**src/rtl/fpga_edge_io_ring.sv**
```systemverilog
// Scan-configured I/O ring segment: per-pad input/output modes and output enables,
// loaded through a serial shift register and applied on an explicit commit.
module fpga_edge_io_ring #(
    parameter int NUM_IO   = 10,
    parameter int CFG_BITS = 4
) (
    input  logic              scan_clk,
    input  logic              rst_n,
    input  logic              conn_scan_en,
    input  logic              conn_scan_in,
    output logic              conn_scan_out,
    input  logic              cfg_commit,
    output logic              cfg_active,
    input  logic [NUM_IO-1:0] pad_in,
    output logic [NUM_IO-1:0] fabric_in,
    input  logic [NUM_IO-1:0] fabric_out,
    output logic [NUM_IO-1:0] pad_out,
    output logic [NUM_IO-1:0] pad_oe
);

    localparam int L = NUM_IO * CFG_BITS;

    logic [L-1:0]      sreg_r;
    logic [L-1:0]      act_r;
    logic              cfg_active_r;
    logic [NUM_IO-1:0] r1_r;
    logic [NUM_IO-1:0] r2_r;
    logic [NUM_IO-1:0] ro_r;
    logic [NUM_IO-1:0] fabric_in_s;
    logic [NUM_IO-1:0] pad_out_s;
    logic [NUM_IO-1:0] pad_oe_s;

    // Config shift register; the first bit shifted in ends up at the MSB.
    always_ff @(posedge scan_clk or negedge rst_n) begin
        if (!rst_n) begin
            sreg_r <= '0;
        end else if (conn_scan_en) begin
            sreg_r <= {sreg_r[L-2:0], conn_scan_in};
        end else begin
            sreg_r <= sreg_r;
        end
    end

    // Active config; a commit during a shift cycle is ignored.
    always_ff @(posedge scan_clk or negedge rst_n) begin
        if (!rst_n) begin
            act_r        <= '0;
            cfg_active_r <= 1'b0;
        end else if (cfg_commit && !conn_scan_en) begin
            act_r        <= sreg_r;
            cfg_active_r <= 1'b1;
        end else begin
            act_r        <= act_r;
            cfg_active_r <= cfg_active_r;
        end
    end

    // Pad flops run every cycle so a mode switch never needs a pipeline refill.
    always_ff @(posedge scan_clk or negedge rst_n) begin
        if (!rst_n) begin
            r1_r <= '0;
            r2_r <= '0;
            ro_r <= '0;
        end else begin
            r1_r <= pad_in;
            r2_r <= r1_r;
            ro_r <= fabric_out;
        end
    end

    // Per-pad selection of input path, output path and output enable.
    always_comb begin
        fabric_in_s = '0;
        pad_out_s   = '0;
        pad_oe_s    = '0;
        for (int i = 0; i < NUM_IO; i++) begin
            case (act_r[CFG_BITS*i +: 2])
                2'b00:   fabric_in_s[i] = 1'b0;
                2'b01:   fabric_in_s[i] = pad_in[i];
                2'b10:   fabric_in_s[i] = r1_r[i];
                2'b11:   fabric_in_s[i] = r2_r[i];
                default: fabric_in_s[i] = 1'b0;
            endcase
            pad_oe_s[i] = act_r[CFG_BITS*i + 3];
            if (!act_r[CFG_BITS*i + 3]) begin
                pad_out_s[i] = 1'b0;
            end else if (act_r[CFG_BITS*i + 2]) begin
                pad_out_s[i] = ro_r[i];
            end else begin
                pad_out_s[i] = fabric_out[i];
            end
        end
    end

    assign conn_scan_out = sreg_r[L-1];
    assign cfg_active    = cfg_active_r;
    assign fabric_in     = fabric_in_s;
    assign pad_out       = pad_out_s;
    assign pad_oe        = pad_oe_s;

endmodule

```
**config.mk**
```make
export PLATFORM = sky130hd
export DESIGN_NAME = fpga_edge_io_ring
export DESIGN_NICKNAME = d
export VERILOG_FILES = /design/src/rtl/fpga_edge_io_ring.sv
export SDC_FILE = /design/constraint.sdc
export NUM_CORES = 1
export LEC_CHECK = 0
export CAP_MARGIN = 40
export CORE_UTILIZATION = 37
export DETAILED_ROUTE_END_ITERATION = 7
export GPL_ROUTABILITY_DRIVEN = 0
export PLACE_DENSITY = 0.56
export SLEW_MARGIN = 25
export SYNTH_ARGS = -nofsm -noshare
export SYNTH_HDL_FRONTEND = slang
export SYNTH_SLANG_ARGS = --single-unit
export TNS_END_PERCENT = 10
```
**constraint.sdc**
```tcl
create_clock -name scan_clk -period 1.2 [get_ports scan_clk]
set_clock_uncertainty 0.05 [all_clocks]
set_input_delay 0.24 -clock scan_clk [delete_from_list [all_inputs] [get_ports scan_clk]]
set_output_delay 0.24 -clock scan_clk [all_outputs]
set_load 0.02 [all_outputs]
```
After elaboration in Yosys (flattened, before gate mapping)
Index checks and enable logic that the tools add are counted.
- reductions and logical operators: 12
- multiplexer cells: 30
- equality and inequality tests: 30
- operators with widths (kind ; count):
    $eq 2x2->1 const B ; 20
    $pmux 1 s4 ; 10
    $eq 2x1->1 const B ; 10
    $logic_not 2->1 ; 10
    $mux 1 ; 20
    $logic_and 1x1->1 ; 1
    $logic_not 1->1 ; 1
- logic and storage cells: 78
- bits of input ports: 25
- output and inout bits: 32
- bits in registers: 111

Logic depth before layout (Yosys ltp)
Gate-level depths: netlist of run 1.
- depth in word-level cells: 2
- mapped depth: 4
- gate-level depth less buffers: 2

Least setup slack after synthesis of run 1
Ideal clock, no wire load.
- kind: input-to-reg
- start point: in cfg_commit
- end point: reg act_r[30]
- setup time: 128 ps
- stages on the path: 4
- path slack: 25 ps
- arrival: 997 ps
- buffers on the path: 2
- cell sequence: nor2b_1 > buf_2 > buf_2 > mux2_1
- word-level cells in the longest chain between the ends: 1
- RTL lines (item ; line ; text):
    start, declared ; 12 ; input logic cfg_commit,
    $logic_and 1x1->1 ; 49 ; end else if (cfg_commit && !conn_scan_en) begin
    end signal, assigned ; 50 ; act_r <= sreg_r;
    end signal, assigned ; 53 ; act_r <= act_r;
    end, declared ; 24 ; logic [L-1:0] act_r;
Every way passes these cells.
A chain may end at the register's enable or synchronous reset.

Worst setup path in the final report of run 1
- start point: reg act_r[21]
- end point: out fabric_in[5]
- word-level cells in the longest chain between the ends: 2
- RTL lines (item ; line ; text):
    $eq 2x2->1, or another cell as far along ; 77 ; case (act_r[CFG_BITS*i +: 2])
    $pmux 1 s4 * ; 77 ;
    end, declared ; 15 ; output logic [NUM_IO-1:0] fabric_in,
Every way passes the cells marked *; elsewhere a longest branch is shown, timed or not.

==> out/qor.json, run 1 <==
{
  "drc_errors": {"value": 0},
  "final.fill_count": {"value": 998},
  "dpl_hpwl": {"value": 4290, "unit": "microns"},
  "ys_warn_count": {"value": 0},
  "worst_min_delay_path_category": {"value": "in -> async"},
  "number_of_placed_instances_with_taps_included": {"value": 455},
  "min_period": {"value": 1.48, "unit": "ns"},
  "worstSetupPathType": {"value": "reg -> out"},
  "total_power_per_unit_cell_area": {"value": 1960, "unit": "nW/um^2"},
  "setup_violators_final": {"value": 24},
  "rows": {"value": 38},
  "ioPinCount": {"value": 57},
  "clkTransAtPathRegs": {"value": 0.07, "unit": "ns"},
  "stdcell_count": {"value": 472},
  "slowest_delay": {"value": 0.42, "unit": "ns"},
  "worst_path_max_delay_cell": {"value": "dfrtp_1"},
  "clock_insertion_delay_worst_skew": {"value": 0.34, "unit": "ns"},
  "cts_root_buf": {"value": "clkbuf_16"},
  "total_leakage_power": {"value": 0.00245, "unit": "uW"},
  "crit_path_cell_trace": {"value": "mux2i_1 > mux2i_1 > buf_2"},
  "cell_class_contributing_the_biggest_share_of_worst_path_delay": {"value": "flip-flops"},
  "cts_tree": {"value": "done"},
  "ys_seq_area_share": {"value": 65.8, "unit": "%"},
  "finalWirelength": {"value": 6380, "unit": "microns"},
  "achievable-frequency": {"value": 675, "unit": "MHz"},
  "post-route-worst-setup-slack": {"value": -0.282, "unit": "ns"},
  "grt_start_max_net_pins": {"value": 40},
  "outcome": {"value": "complete, but fails checks"},
  "mappedNetlistNets": {"value": 287},
  "cap_viol_max_count": {"value": 0},
  "final_max_slew_viols": {"value": 0},
  "numClockSinks": {"value": 111},
  "timing.critical_path.fanout_max": {"value": 3},
  "worst_margin_pin_slew": {"value": 0.294, "unit": "ns"},
  "setup_repair_after_global_routing_missed_its_margin": {"value": "yes"},
  "critical_path.startpoint_type": {"value": "flop"},
  "leftover_overflow_at_the_end_of_global_routing": {"value": 0},
  "grt_usage": {"value": 12.3, "unit": "%"},
  "ff_latch_count_synth": {"value": 111},
  "worst_case_clock_buffer_depth": {"value": 2},
  "violations": {"value": "setup timing"},
  "vias_per_inst": {"value": 4.75},
  "number_of_h_tree_levels": {"value": 3},
  "fp.dieArea": {"value": 11800, "unit": "sq um"},
  "antenna_violations_before_repair": {"value": 0},
  "worst_path_most_repeated_cell": {"value": "mux2i_1"},
  "cts_made_buffers": {"value": 9},
  "vias": {"value": 2240},
  "post-cts-setup-buffers": {"value": 0},
  "firstDrtPassIters": {"value": 3},
  "drtIter0Drc": {"value": 30},
  "yosys.cell_types.count": {"value": 9},
  "flow.area_growth_from_synthesis": {"value": 24.4, "unit": "%"},
  "core_region_area": {"value": 11000, "unit": "sq um"},
  "syn-instance-count": {"value": 262},
  "chipHeight": {"value": 109, "unit": "microns"},
  "post-route-period-util": {"value": 124, "unit": "%"},
  "detail-route-antenna-nets": {"value": 0},
  "synth_area_per_cell": {"value": 16.1, "unit": "sq um"},
  "design.final.nets": {"value": 352},
  "first_global_vias": {"value": 2346},
  "avgRoutedWirePerCell": {"value": 13.5, "unit": "microns"},
  "starting_utilization_of_the_core_area": {"value": 38.4, "unit": "%"},
  "relSlewSlack": {"value": 80.4, "unit": "%"},
  "antenna_cells_inserted": {"value": 0},
  "worst-endpoint-arrival": {"value": 1.19, "unit": "ns"},
  "combined_buffer_and_inverter_count_along_the_critical_path": {"value": 1},
  "layout.cell_area.non_filler": {"value": 5250, "unit": "sq um"},
  "worst_ep_required_time": {"value": 0.91, "unit": "ns"},
  "port_buffers": {"value": 56},
  "die_width": {"value": 109, "unit": "microns"},
  "worst_ir_drop_vdd": {"value": 0.956, "unit": "mV"},
  "crit_path_end_kind": {"value": "primary output"},
  "dpl-instance-area": {"value": 5020, "unit": "sq um"},
  "grt_pass1_wl": {"value": 11300, "unit": "microns"},
  "synth.cell_area": {"value": 4220, "unit": "sq um"},
  "post_route_cells_drive_above_1_share": {"value": 32.5, "unit": "%"},
  "finalHoldViolations": {"value": 0}
}
==> power by group <==
group / total, uW / internal (uW) / switching, uW
clock network: 2770 / 1480 / 1300
registers: 5270 / 4640 / 635
logic: 2220 / 1310 / 914
==> synth_stat cells, drive strengths merged <==
master    n  area (sq um)
buf      19           128
dfrtp   111          2780
mux2     80           901
mux2i    30           300
nand2    10          37.5
nor2b    11          68.8
or2       1          6.26
==> final timing paths <==
kind / start / end / slack (ns) / depth (start not counted)
max reg2reg: sreg_r[39]$_DFFE_PN0P_ / sreg_r[39]$_DFFE_PN0P_ / 0.24 / 2
max in group asynchronous: rst_n / act_r[29]$_DFFE_PN0P_ / 0.32 / 3
min in group scan_clk: pad_in[5] / r1_r[5]$_DFF_PN0_ / 0.31 / 1
max: act_r[21]$_DFFE_PN0P_ / fabric_in[5] / -0.28 / 3
min reg2reg: r1_r[6]$_DFF_PN0_ / r2_r[6]$_DFF_PN0_ / 0.33 / 0
min: rst_n / sreg_r[6]$_DFFE_PN0P_ / 0.28 / 2
==> cell usage in the layout (no fill, tap or decap) <==
master and n:
buf_6 10, clkinv_4 1, clkinvlp_4 1, dlygate4sd2_1 1, dlygate4sd3_1 1, clkbuf_16 9
buf_2 9, dfrtp_1 111, nor2b_4 1, nand2_1 10, buf_4 25, mux2_1 38
nor2b_1 10, buf_12 6, clkbuf_8 1, clkdlybuf4s50_1 21, or2_2 1, mux2i_1 30
clkinv_2 1, inv_6 1, mux2_4 1, mux2_2 41, clkbuf_1 2
==> layer usage <==
layer	up-vias	global-route usage, %	share of wire [%]
met2	35	19.6	49
met1	1162	15.8	46
li1	1032	-	-
met5	-	0	0
met3	11	3.41	4.5
met4	0	4.92	1.4
==> cell families after synthesis <==
group | after synthesis | synth area share [%]
flip-flops | 111 | 65.8
multiplexers | 110 | 28.5
AND/OR/NAND/NOR | 22 | 2.67
buffers and inverters | 19 | 3.02
==> layout make-up <==
type | count | area (sq um) | share of cell area [%]
sequential | 111 | 2780 | 52.9
multi-input combinational | 132 | 1330 | 25.2
timing repair buffer | 73 | 694 | 13.2
clock buffer | 12 | 246 | 4.70
tap | 140 | 175 | 3.34
clock inverter | 4 | 30.0 | 0.572
==> worst reg2reg max path, stage by stage (launching register included) <==
cell and delay (ns):
dfrtp_1 0.40, buf_4 0.15, mux2_2 0.25
==> sequential cells by signal, indices dropped and copies added, names as in the netlist <==
| register | cells |
|---|---|
| ro_r | 10 |
| r2_r | 10 |
| cfg_active | 1 |
| act_r | 40 |
| sreg_r | 40 |
| r1_r | 10 |
==> stage by stage <==
stage / setup WS, ns / utilization [%] / setup TNS [ns] / total power [uW] / hold slack, ns
6_report: -0.282 / 47.8 / -4.82 / 10300 / 0.278
4_1_cts: -0.307 / 47.6 / -5.41 / 10400 / 0.277
3_5_place_dp: -0.662 / 45.7 / -30.73 / 7740 / 0.104
5_1_grt: -0.381 / 47.8 / -6.60 / 10900 / 0.295
2_1_floorplan: 0.0255 / - / 0 / 6750 / -0.106
3_3_place_gp: -0.627 / 45.7 / -30.24 / 7670 / 0.101
==> repair_timing <==
item,4_1_cts,5_1_grt
cloned,0,0
endpoints found under the setup margin,72,31
hold buffers,1,0
gates resized for setup,149,6
hold endpoints to repair,16,0
No activity file was read; power rests on OpenSTA's default activity.
==> run 2, diff against run 1 <==
CORE_UTILIZATION = 48   (was 37)
DONT_BUFFER_PORTS = 1   (was unset)
PLACE_DENSITY = 0.61   (was 0.56)
==> out/qor.json, run 2 (synthesis gave the netlist of run 1 again) <==
{
  "outcome": {"value": "complete, but fails checks"},
  "violations": {"value": "hold timing, setup timing"},
  "grt_usage": {"value": 14.5, "unit": "%"},
  "setup_violators_final": {"value": 28},
  "die_width": {"value": 95.8, "unit": "microns"},
  "p_int": {"value": 6890, "unit": "uW"},
  "grt_start_max_net_pins": {"value": 112},
  "post-route-worst-setup-slack": {"value": -0.327, "unit": "ns"},
  "finalWirelength": {"value": 6060, "unit": "microns"},
  "chipHeight": {"value": 95.8, "unit": "microns"},
  "min_period": {"value": 1.53, "unit": "ns"},
  "drtIter0Drc": {"value": 72},
  "first_global_vias": {"value": 2091},
  "worst_path_most_repeated_cell": {"value": "mux2i_1"},
  "timing.critical_path.from": {"value": "act_r[21]$_DFFE_PN0P_"},
  "antenna_violations_before_repair": {"value": 0},
  "port_buffers": {"value": 0},
  "mostFrequentLayoutCells": {"value": "111 x dfrtp_1, 41 x mux2_2, 39 x mux2_1"},
  "share_clk_of_total_power": {"value": 23.0, "unit": "%"},
  "worst_ir_drop_vdd": {"value": 0.927, "unit": "mV"},
  "cts_tree": {"value": "done"},
  "worst_case_clock_buffer_depth": {"value": 2},
  "relSlewSlack": {"value": 87.5, "unit": "%"},
  "drc_errors": {"value": 0},
  "total_power_per_unit_cell_area": {"value": 1940, "unit": "nW/um^2"},
  "timing.critical_path.fanout_max": {"value": 3},
  "layout.cells.most_common": {"value": "dfrtp_1"},
  "worst_min_delay_path_category": {"value": "in -> async"},
  "achievable-frequency": {"value": 655, "unit": "MHz"},
  "avgRoutedWirePerCell": {"value": 14.5, "unit": "microns"},
  "ioPinCount": {"value": 57},
  "worstSetupPathType": {"value": "reg -> out"},
  "worst_path_max_delay_cell": {"value": "dfrtp_1"},
  "crit_path_end_kind": {"value": "primary output"},
  "clock_insertion_delay_worst_skew": {"value": 0.37, "unit": "ns"},
  "fp.dieArea": {"value": 9170, "unit": "sq um"},
  "r2r-start": {"value": "cfg_active$_DFFE_PN0P_"},
  "cts_root_buf": {"value": "clkbuf_8"},
  "final.fill_count": {"value": 654},
  "cell_class_contributing_the_biggest_share_of_worst_path_delay": {"value": "flip-flops"},
  "slowest_delay": {"value": 0.42, "unit": "ns"},
  "cap_viol_max_count": {"value": 0},
  "power.share.sequential": {"value": 55.4, "unit": "%"},
  "clkTransAtPathRegs": {"value": 0.10, "unit": "ns"},
  "reg.largest.list": {"value": "act_r x40, sreg_r x40"},
  "total_leakage_power": {"value": 0.00231, "unit": "uW"},
  "timing.setup.tns": {"value": -5.49, "unit": "ns"},
  "final_max_slew_viols": {"value": 0},
  "grt_pass1_wl": {"value": 9890, "unit": "microns"},
  "hold_bufs_inserted_after_cts": {"value": 21},
  "comb_power_share": {"value": 21.6, "unit": "%"},
  "cts_made_buffers": {"value": 9},
  "share_of_the_core_filled_with_cells": {"value": 59.2, "unit": "%"},
  "design.final.nets": {"value": 333},
  "antenna_cells_inserted": {"value": 0},
  "starting_utilization_of_the_core_area": {"value": 50.6, "unit": "%"},
  "power_switching_share": {"value": 27.9, "unit": "%"},
  "post_route_cells_drive_above_1_share": {"value": 29.1, "unit": "%"},
  "worst_margin_pin_slew": {"value": 0.183, "unit": "ns"},
  "fin_worst_hold_slack": {"value": -0.486, "unit": "ns"},
  "crit_path_cell_trace": {"value": "mux2i_1 > mux2i_1 > buf_4"},
  "p_total": {"value": 9560, "unit": "uW"},
  "critical_path.startpoint_type": {"value": "flop"},
  "numClockSinks": {"value": 111},
  "post-cts-setup-buffers": {"value": 0},
  "setup_repair_after_global_routing_missed_its_margin": {"value": "yes"},
  "leftover_overflow_at_the_end_of_global_routing": {"value": 0},
  "flow.area_growth_from_synthesis": {"value": 17.0, "unit": "%"},
  "finalHoldViolations": {"value": 125},
  "number_of_h_tree_levels": {"value": 3},
  "rows": {"value": 33},
  "place_worst_setup_slack": {"value": 0.0317, "unit": "ns"},
  "net-switching-power": {"value": 2670, "unit": "uW"},
  "core_region_area": {"value": 8340, "unit": "sq um"},
  "worst_ep_required_time": {"value": 0.91, "unit": "ns"},
  "detail-route-antenna-nets": {"value": 0},
  "vias_per_inst": {"value": 5.07},
  "worst-endpoint-arrival": {"value": 1.24, "unit": "ns"},
  "firstDrtPassIters": {"value": 4},
  "vias": {"value": 2120},
  "combined_buffer_and_inverter_count_along_the_critical_path": {"value": 1},
  "post-route-period-util": {"value": 127, "unit": "%"},
  "dpl_hpwl": {"value": 3580, "unit": "microns"}
}
run 2: worst paths after layout:
kind	end	slack, ns	cells past startpoint
setup / recovery	fabric_in[5]	-0.33	3
hold / removal	act_r[23]$_DFFE_PN0P_	-0.49	0
setup reg to reg	cfg_active$_DFFE_PN0P_	0.25	1
hold reg to reg	r2_r[3]$_DFF_PN0_	0.33	0
max in group asynchronous	sreg_r[37]$_DFFE_PN0P_	1.45	0
min in group scan_clk	sreg_r[0]$_DFFE_PN0P_	-0.03	1
run 2: cell type report:
cell class,count,area [sq um],area share [%]
Clock buffer,10,128,2.58
Clock inverter,6,67.6,1.37
Multi-Input combinational cell,132,1320,26.8
Sequential cell,111,2780,56.3
Tap cell,105,131,2.66
Timing Repair Buffer,54,512,10.4
run 2: power by group through the flow:
stage | clock network, uW | logic [uW] | registers [uW]
after global placement | 0 | 1920 | 5350
after CTS | 2310 | 2100 | 5310
after detailed placement | 0 | 1980 | 5360
final | 2200 | 2070 | 5290
after global routing | 2430 | 2230 | 5430
after floorplan | 0 | 1620 | 5130
run 2: repair_timing:
item / 4_1_cts / 5_1_grt
endpoints found under the setup margin: 31 / 31
hold endpoints to repair: 171 / 151
gates resized for setup: 11 / 0
run 2: layer usage:
metal	GRT usage [%]	up-vias	wire length [microns]
li1	-	988	-
met1	18.9	1081	2840
met2	22.0	43	2850
met3	6.00	8	289
met4	4.85	0	79
met5	0	-	0
run 2: per-stage QoR:
step	cell area, sq um	cells	hold slack (ns)
finish	4940	418	-0.486
global route	4940	418	-0.534
CTS	4940	418	-0.518
detailed placement	4490	381	-0.102
global placement	4490	381	-0.102
floorplan	4220	262	-0.106
